**config.mk**
```make
export PLATFORM = sky130hd
export DESIGN_NAME = embed_combine
export DESIGN_NICKNAME = d
export VERILOG_FILES = /design/src/rtl/embed_combine.sv
export SDC_FILE = /design/constraint.sdc
export NUM_CORES = 1
export LEC_CHECK = 0
export ABC_AREA = 0
export CORE_ASPECT_RATIO = 1.4
export CORE_MARGIN = 1
export CORE_UTILIZATION = 35
export CTS_BUF_LIST = sky130_fd_sc_hd__clkbuf_8 sky130_fd_sc_hd__clkbuf_16
export CTS_CLUSTER_DIAMETER = 40
export DETAILED_ROUTE_END_ITERATION = 8
export GPL_ROUTABILITY_DRIVEN = 0
export PLACE_DENSITY = 0.56
export SETUP_SLACK_MARGIN = 0.05
export SLEW_MARGIN = 20
export SYNTH_ARGS = -nofsm -noshare
export SYNTH_HDL_FRONTEND = slang
export SYNTH_SLANG_ARGS = --single-unit
```
**constraint.sdc**
```tcl
create_clock -name clk -period 3.2 [get_ports clk]
set_clock_uncertainty 0.15 [all_clocks]
set_input_delay 0.64 -clock clk [delete_from_list [all_inputs] [get_ports clk]]
set_output_delay 0.64 -clock clk [all_outputs]
set_load 0.01 [all_outputs]
```
**src/rtl/embed_combine.sv**
```systemverilog
// embed_combine: adds a position-embedding row to each token vector through a two-stage elastic pipeline.
// Define EMBED_COMBINE_SAT_EN to saturate lane sums instead of wrapping them.
module embed_combine #(
  parameter int N_POS = 8,
  parameter int N_EMBD = 4,
  localparam int PW = N_POS > 1 ? $clog2(N_POS) : 1
) (
  input  logic                   clk,
  input  logic                   rst_n,
  input  logic                   in_valid,
  output logic                   in_ready,
  input  logic [N_EMBD-1:0][7:0] in_vec,
  input  logic                   in_last,
  output logic [PW-1:0]          pos_out,
  input  logic [N_EMBD-1:0][7:0] pos_emb,
  output logic                   out_valid,
  input  logic                   out_ready,
  output logic [N_EMBD-1:0][7:0] out_vec,
  output logic [PW-1:0]          out_pos,
  output logic                   out_last,
  output logic                   seq_err
);
  logic                   s1_full, s1_last, advance, accept, at_end;
  logic [N_EMBD-1:0][7:0] s1_vec, sum;
  logic [PW-1:0]          s1_pos, pos_cnt;
  assign advance  = s1_full && (!out_valid || out_ready);
  assign in_ready = !s1_full || advance;
  assign accept   = in_valid && in_ready;
  assign at_end   = pos_cnt == PW'(N_POS - 1);
  // A stalled S1 keeps re-reading its own row so pos_emb stays valid for it
  assign pos_out  = (s1_full && !advance) ? s1_pos : pos_cnt;
  for (genvar i = 0; i < N_EMBD; i++) begin : g_lane
`ifdef EMBED_COMBINE_SAT_EN
    logic [8:0] w;
    assign w = {s1_vec[i][7], s1_vec[i]} + {pos_emb[i][7], pos_emb[i]};
    assign sum[i] = (w[8] != w[7]) ? {w[8], {7{~w[8]}}} : w[7:0];
`else
    assign sum[i] = s1_vec[i] + pos_emb[i];
`endif
  end
  always_ff @(posedge clk or negedge rst_n) begin
    if (!rst_n) begin
      s1_full   <= 1'b0;
      s1_vec    <= '0;
      s1_pos    <= '0;
      s1_last   <= 1'b0;
      pos_cnt   <= '0;
      seq_err   <= 1'b0;
      out_valid <= 1'b0;
      out_vec   <= '0;
      out_pos   <= '0;
      out_last  <= 1'b0;
    end else begin
      if (accept) begin
        s1_vec  <= in_vec;
        s1_pos  <= pos_cnt;
        s1_last <= in_last;
        pos_cnt <= (in_last || at_end) ? '0 : pos_cnt + PW'(1);
        if (at_end && !in_last) seq_err <= 1'b1;
      end
      s1_full <= accept || (s1_full && !advance);
      if (advance) begin
        out_valid <= 1'b1;
        out_vec   <= sum;
        out_pos   <= s1_pos;
        out_last  <= s1_last;
      end else if (out_valid && out_ready) begin
        out_valid <= 1'b0;
      end
    end
  end
endmodule

```
## Word level (Yosys, flattened, before mapping)

Cells that the tools add are included.

- Flip-flop bits (word level): 78
- Logic and storage cells: 41
- Output and inout bits: 42
- Input bits: 69

- Equal/unequal tests: 1
- Reduce and logical (&&, ||, !) cells: 15
- Muxes and demuxes: 4
- $add $sub $neg: 5

Operator list:

| operator | number |
|---|---|
| 8-bit adder | 4 |
| 3-bit 2-to-1 mux | 2 |
| 1-bit logical AND | 5 |
| 1-bit zero test | 4 |
| 1-bit logical OR | 4 |
| 3-bit by 1-bit adder with 3-bit output (second input constant) | 1 |
| 3-bit equality test (second input constant) | 1 |
| 1-bit 2-to-1 mux | 2 |
| 2-bit AND reduction | 1 |
| 2-bit nonzero test | 1 |

## Depth between registers and ports, before layout

Gate-level depths: netlist of the first run.

- Word-level depth: 6
- Gate-level depth with buffers: 7
- Depth with buffers taken out: 7

## Worst setup path after synthesis of the first run

No wires, ideal clock.

- Kind: input-to-reg
- Start point: input pos_emb[16] (netlist name)
- End point: register out_vec[22] (netlist name)
- Slack: 1008 ps
- Setup time: 69 ps
- Arrival: 1974 ps
- Stages: 7
- Data required time: 2981 ps
- Buffers on the path: 0
- Cell sequence: ha_1 inv_1 fa_1 nor2b_4 o31a_1 or4_1 nand3_1

- Cells in the longest elaborated chain, start to end: 1

RTL lines:

| what | RTL line | text |
|---|---|---|
| start, declared | 15 | `input logic [N_EMBD-1:0][7:0] pos_emb,` |
| 8-bit adder | 38 | `assign sum[i] = s1_vec[i] + pos_emb[i];` |
| end signal, assigned | 64 | `out_vec <= sum;` |
| end, declared | 18 | `output logic [N_EMBD-1:0][7:0] out_vec,` |

Every way passes these cells.
A chain may end at the register's enable or synchronous reset.

## Worst setup path after layout of the first run

- Start point: input out_ready
- End point: output pos_out[0]

- Cells in the longest elaborated chain, start to end: 5

RTL lines:

| what | RTL line | text |
|---|---|---|
| start, declared | 17 | `input logic out_ready,` |
| 1-bit logical OR | 26 | `assign advance = s1_full && (!out_valid \|\| out_ready);` |
| 1-bit logical AND | 26 |  |
| 1-bit zero test | 31 | `assign pos_out = (s1_full && !advance) ? s1_pos : pos_cnt;` |
| 1-bit logical AND | 31 |  |
| 3-bit 2-to-1 mux | 31 |  |
| end, declared | 14 | `output logic [PW-1:0] pos_out,` |

Every way passes these cells.

==> flow_summary.yaml, run 1 <==
run_status:
  status: "completed"
timing:
  setup_viol_count_final: 0
  fin_tns_setup_ns: 0
  clock.fmax_mhz: 325.4
  tightest_slew_ns: 0.7377
  fin_crit_sh: 0.9604
  rsz0062_at_grt: "no"
  final_hold_viol_count: 0
  slew_headroom: 0.5082
  final.setup.worst_slack_ns: 0.1267
  final.min_clock_period_ns: 3.073
  holdWs_ns: 0.1918
  final-max-slew-violation-count: 0
floorplan:
  std_cell_rows: 48
  core_area_um2: 12370
  die_h_um: 135.4
  io-pin-count: 111
  die_w_um: 97.26
  start_util: 0.3594
  dieArea_um2: 13170
route:
  ant_nets: 0
  totalWireLength_um: 10730
  wl_per_cell_um: 15.70
  first_pass_iters: 4
  num_vias: 3542
  viasPerCell: 5.186
  drt_iter0_markers: 66
  post-route-drc-count: 0
cts:
  clk_pin_slew_worst_paths_ns: 0.06
  cts_sinks: 78
  clock_path_buffers: 2
  cts_hold_buf: 0
  cts_tree: "done"
  cts_setup_buffers: 0
  clk_latency_ns: 0.34
  cts_inserted_buffers: 9
  htreeDepth: 3
  cts_root_buf: "clkbuf_16"
  cts-resized-gates: 0
logic_synthesis:
  synth_area_leader_cell: "dfrtp_1"
  ys_ff_latch: 78
  yosys_warnings: 0
  synth_cell_types: 40
  synth_edf_count: 0
  netlist_area_um2: 4447
  yosysSeqAreaShare: 0.4389
  syn-num-nets: 518
  synthCells: 415
  post_synth.cell_area_avg_um2: 10.72
  ys_top_cells_by_area: "dfrtp_1 (44%), mux2_2 (11%), ha_1 (8.4%), nand2_1 (4.9%), o21ai_0 (3.0%)"
  ys.flop_type: "dfrtp_1"
  async_reset_ff_frac: 1.000
  synth_top_area_frac: 0.4389
critical_path:
  startpoint_type: "input pin"
  cp_top_family: "buffers and inverters"
  path_max_fanout: 7
  path_buf_inv: 2
  cp.arrival_ns: 2.28
  worstPathRequired_ns: 2.41
  cpPeakStageDelay_ns: 0.52
  worstSetupEndpointType: "primary output"
  cp_cell_sequence: "clkdlybuf4s50_1, nand3b_2, mux2_2, clkdlybuf4s50_1"
  crit_path_frequent_cell: "clkdlybuf4s50_1"
  r2r-start: "s1_vec[24]"
  crit_path_start: "out_ready"
  worstSetupPathType: "input pin to primary output"
  slowest_stage: "clkdlybuf4s50_1"
global_routing:
  grt_pass1_vias: 3670
  antenna_found_initial: 0
  grt_use_total: 0.1701
  grt_pass1_wl_um: 17850
  grt_max_degree: 79
  overflow: 0
pwr:
  p_leak_nw: 2.639
  ir_worst_vdd_v: 0.0002414
  powerDensity_nw_per_um2: 606.8
final_layout:
  layout_commonest_cell: "clkdlybuf4s50_1"
  antennaDiodeCount: 0
  final_cell_mix: "clkdlybuf4s50_1 (109), dfrtp_1 (78), nand2_1 (58), mux2_2 (42), ha_1 (30)"
  finalCoreUtilization: 0.4853
  syn2layout_area_growth_pct: 35.03
  layout.nets: 631
  drive_gt1_frac: 0.1370
placed_design:
  io_buffers: 110
  dp_hpwl_um: 7860
  pre_cts_ws_ns: 0.1225
job:
  drv_cap: 0
worst_hold_path:
  hp-class: "input pin to asynchronous set/reset pin"
==> logic make-up (layout without fill, tap and decap cells) <==
| kind of cell | Yosys count | after routing | share of synthesized area |
|---|---|---|---|
| simple gates | 123 | 123 | 0.1511 |
| flops | 78 | 78 | 0.4389 |
| compound gates | 89 | 89 | 0.1390 |
| fa+ha+maj | 34 | 34 | 0.1024 |
| xor+xnor | 12 | 12 | 0.02364 |
| buf+inv | 37 | 155 | 0.03855 |
| mux | 42 | 42 | 0.1064 |
==> path summary, 6_finish.rpt <==
kind                                to  slack, ns  cells past startpoint
hold / removal              s1_vec[31]       0.19                      1
max in group asynchronous   s1_vec[14]       2.20                      1
setup / recovery            pos_out[0]       0.13                      4
min in group clk               seq_err       0.32                      1
hold reg to reg                seq_err       0.32                      1
setup reg to reg           out_vec[30]       1.16                      7
==> final cells by class <==
| type | count | area, um^2 |
|---|---|---|
| inverters | 22 | 82.58 |
| clock buffers | 9 | 225.2 |
| fillers | 1179 | 6367 |
| multi-input cells | 300 | 2323 |
| flip-flops and latches | 78 | 1952 |
| clock inverters | 7 | 66.31 |
| repair buffers | 117 | 1167 |
| well taps | 150 | 187.7 |
==> synthesized netlist by cell type, types with 8 or more instances <==
library cell / count
dfrtp_1: 78
nand2_1: 58
mux2_2: 42
ha_1: 30
o21ai_0: 27
inv_1: 22
nand3_1: 14
a21o_1: 9
a211oi_1: 8
a21oi_1: 8
buf_2: 8
nand4b_1: 8
o21bai_1: 8
xor2_1: 8
==> power breakdown <==
part / internal, mW / switching (mW)
logic: 0.704 / 0.577
registers: 1.21 / 0.133
clock network: 0.599 / 0.417
==> sequential cells by signal (all words and copies together), names as in the netlist <==
| name | cells |
|---|---|
| out_pos | 3 |
| out_vec | 32 |
| s1_pos | 3 |
| out_last | 1 |
| s1_last | 1 |
| s1_full | 1 |
| pos_cnt | 3 |
| seq_err | 1 |
| s1_vec | 32 |
| out_valid | 1 |
==> worst register-to-register path, delay by kind of cell, from the launching register on <==
| family | cells | cell delay, ns |
|---|---|---|
| buf+inv | 1 | 0.08 |
| flops | 1 | 0.38 |
| simple gates | 3 | 0.63 |
| fa+ha+maj | 2 | 0.47 |
| compound gates | 1 | 0.27 |
==> per-stage QoR <==
| stage | instances | power [mW] | cell area (um^2) |
|---|---|---|---|
| after global placement | 667 | 2.633 | 5709 |
| after global routing | 683 | 3.874 | 6005 |
| after CTS | 683 | 3.698 | 6001 |
| final | 683 | 3.644 | 6005 |
| after detailed placement | 667 | 2.660 | 5709 |
| after floorplan | 415 | 2.051 | 4447 |
==> routing by layer <==
metal	track usage	vias to the layer above	wire (um)
met1	0.2020	1728	4605
met4	0.05801	0	138
met3	0.02786	10	324
met2	0.3110	66	5656
li1	-	1738	-
met5	0	-	0
(Power assumes the default switching activity.)
==> inputs of run 2 (changes only) <==
--- a/config.mk
+++ b/config.mk
@@ -7,12 +7,12 @@
 export LEC_CHECK = 0
 export ABC_AREA = 0
 export CORE_ASPECT_RATIO = 1.4
-export CORE_MARGIN = 1
+export CORE_MARGIN = 4
 export CORE_UTILIZATION = 35
 export CTS_BUF_LIST = sky130_fd_sc_hd__clkbuf_8 sky130_fd_sc_hd__clkbuf_16
 export CTS_CLUSTER_DIAMETER = 40
 export DETAILED_ROUTE_END_ITERATION = 8
-export GPL_ROUTABILITY_DRIVEN = 0
+export GPL_ROUTABILITY_DRIVEN = 1
 export PLACE_DENSITY = 0.56
 export SETUP_SLACK_MARGIN = 0.05
 export SLEW_MARGIN = 20
==> run 2 against run 1 <==
Effect of this change: via count shrank 0.37%; hold slack lost 0.049 ns; register-to-register slack is essentially flat; final cell count grew 0.29%; fmax grew 0.55%; largest power group unchanged; sequential power is essentially flat; critical path type unchanged.
==> flow_summary.yaml, run 2 (synthesized netlist as in run 1, its figures left out) <==
job:
  drv_cap: 0
timing:
  rsz0062_at_grt: "no"
  slew_headroom: 0.6330
  final.min_clock_period_ns: 3.056
  setup_viol_count_final: 0
  clock.fmax_mhz: 327.2
  fin_tns_setup_ns: 0
  tightest_slew_ns: 0.5505
  fin_crit_sh: 0.9551
  final-max-slew-violation-count: 0
  final_hold_viol_count: 0
final_layout:
  layout.nets: 633
  syn2layout_area_growth_pct: 36.02
  reg.largest.list: "out_vec: 32 flops, s1_vec: 32 flops"
  antennaDiodeCount: 0
  drive_gt1_frac: 0.1421
  layout_commonest_cell: "clkdlybuf4s50_1"
  stdcell_count: 685
  final_cell_mix: "clkdlybuf4s50_1 (109), dfrtp_1 (78), nand2_1 (58), mux2_2 (42), ha_1 (30)"
critical_path:
  startpoint_type: "input pin"
  worstPathRequired_ns: 2.41
  r2r-start: "s1_vec[16]"
  cp.arrival_ns: 2.27
  worstSetupPathType: "input pin to primary output"
  crit_path_start: "out_ready"
  worstSetupEndpointType: "primary output"
  reg2reg_slack_ns: 1.15
  path_max_fanout: 7
placed_design:
  place_congestion: 0.8019
  dp_cells: 669
  dp_hpwl_um: 8278
  io_buffers: 110
floorplan:
  core_area_um2: 12370
  die_h_um: 141.4
  std_cell_rows: 48
  die_w_um: 103.3
  io-pin-count: 111
  start_util: 0.3594
  dieArea_um2: 14600
pwr:
  ir_worst_vdd_v: 0.0003004
  p_leak_nw: 2.663
  powerDensity_nw_per_um2: 616.3
cts:
  cts-resized-gates: 0
  cts_tree: "done"
  clk_latency_ns: 0.33
  cts_inserted_buffers: 9
  cts_hold_buf: 0
  cts_setup_buffers: 0
  clock_path_buffers: 2
  htreeDepth: 3
  cts_sinks: 78
  cts_root_buf: "clkbuf_16"
  clk_pin_slew_worst_paths_ns: 0.06
global_routing:
  grt_pass1_wl_um: 18240
  grt_use_total: 0.1576
  overflow: 0
  grt_pass1_vias: 3795
  antenna_found_initial: 0
  grt_max_degree: 41
route:
  totalWireLength_um: 10930
  drt_iter0_markers: 60
  first_pass_iters: 4
  ant_nets: 0
  wl_per_cell_um: 15.95
  viasPerCell: 5.152
  num_vias: 3529
  post-route-drc-count: 0
worst_hold_path:
  hp-class: "input pin to asynchronous set/reset pin"
run_status:
  status: "completed"
## run 2: worst paths after layout
check | endpoint | cells past startpoint
max reg2reg | out_vec[22] | 7
min in group clk | out_last | 2
max | pos_out[0] | 4
max in group asynchronous | s1_full | 2
min reg2reg | out_last | 2
min | s1_vec[28] | 1
## run 2: cell type report
class                      count  area [um^2]
fill                        1179         6324
multi-input combinational    300         2323
sequential                    78         1952
timing repair buffer         119         1179
clock buffer                  10        239.0
tap                          150        187.7
clock inverter                 6        85.08
inverter                      22        82.58
## run 2: per-stage QoR
stage                     hold WS (ns)  worst slack (ns)  area [um^2]  utilization  total power [mW]
after detailed placement        0.3116            0.1398         5724       0.4627             2.668
after global placement          0.3082            0.1408         5724       0.4627             2.643
after global routing            0.1918           0.05679         6048       0.4889             3.981
after floorplan                 0.1944             1.008         4447            -             2.051
final                           0.1424            0.1436         6048       0.4889             3.728
after CTS                       0.1698            0.1270         6048       0.4889             3.791
## run 2: worst max-delay path, cell delays in order
cell,delay (ns)
clkdlybuf4s50_1,0.43
nand3b_2,0.37
mux2_2,0.30
clkdlybuf4s50_1,0.53
## run 2: per-layer routing
metal  GRT usage  vias to the layer above  wire [um]
li1            -                     1746          -
met3     0.02804                       13        319
met1      0.1854                     1708       4573
met4     0.05525                        0        180
met2      0.2820                       62       5853
met5           0                        -          0
## run 2: where the power goes
| group | internal (mW) | total, mW | switching, mW |
|---|---|---|---|
| registers | 1.21 | 1.35 | 0.136 |
| logic | 0.704 | 1.28 | 0.574 |
| clock network | 0.701 | 1.10 | 0.398 |
| total | 2.62 | 3.73 | 1.11 |
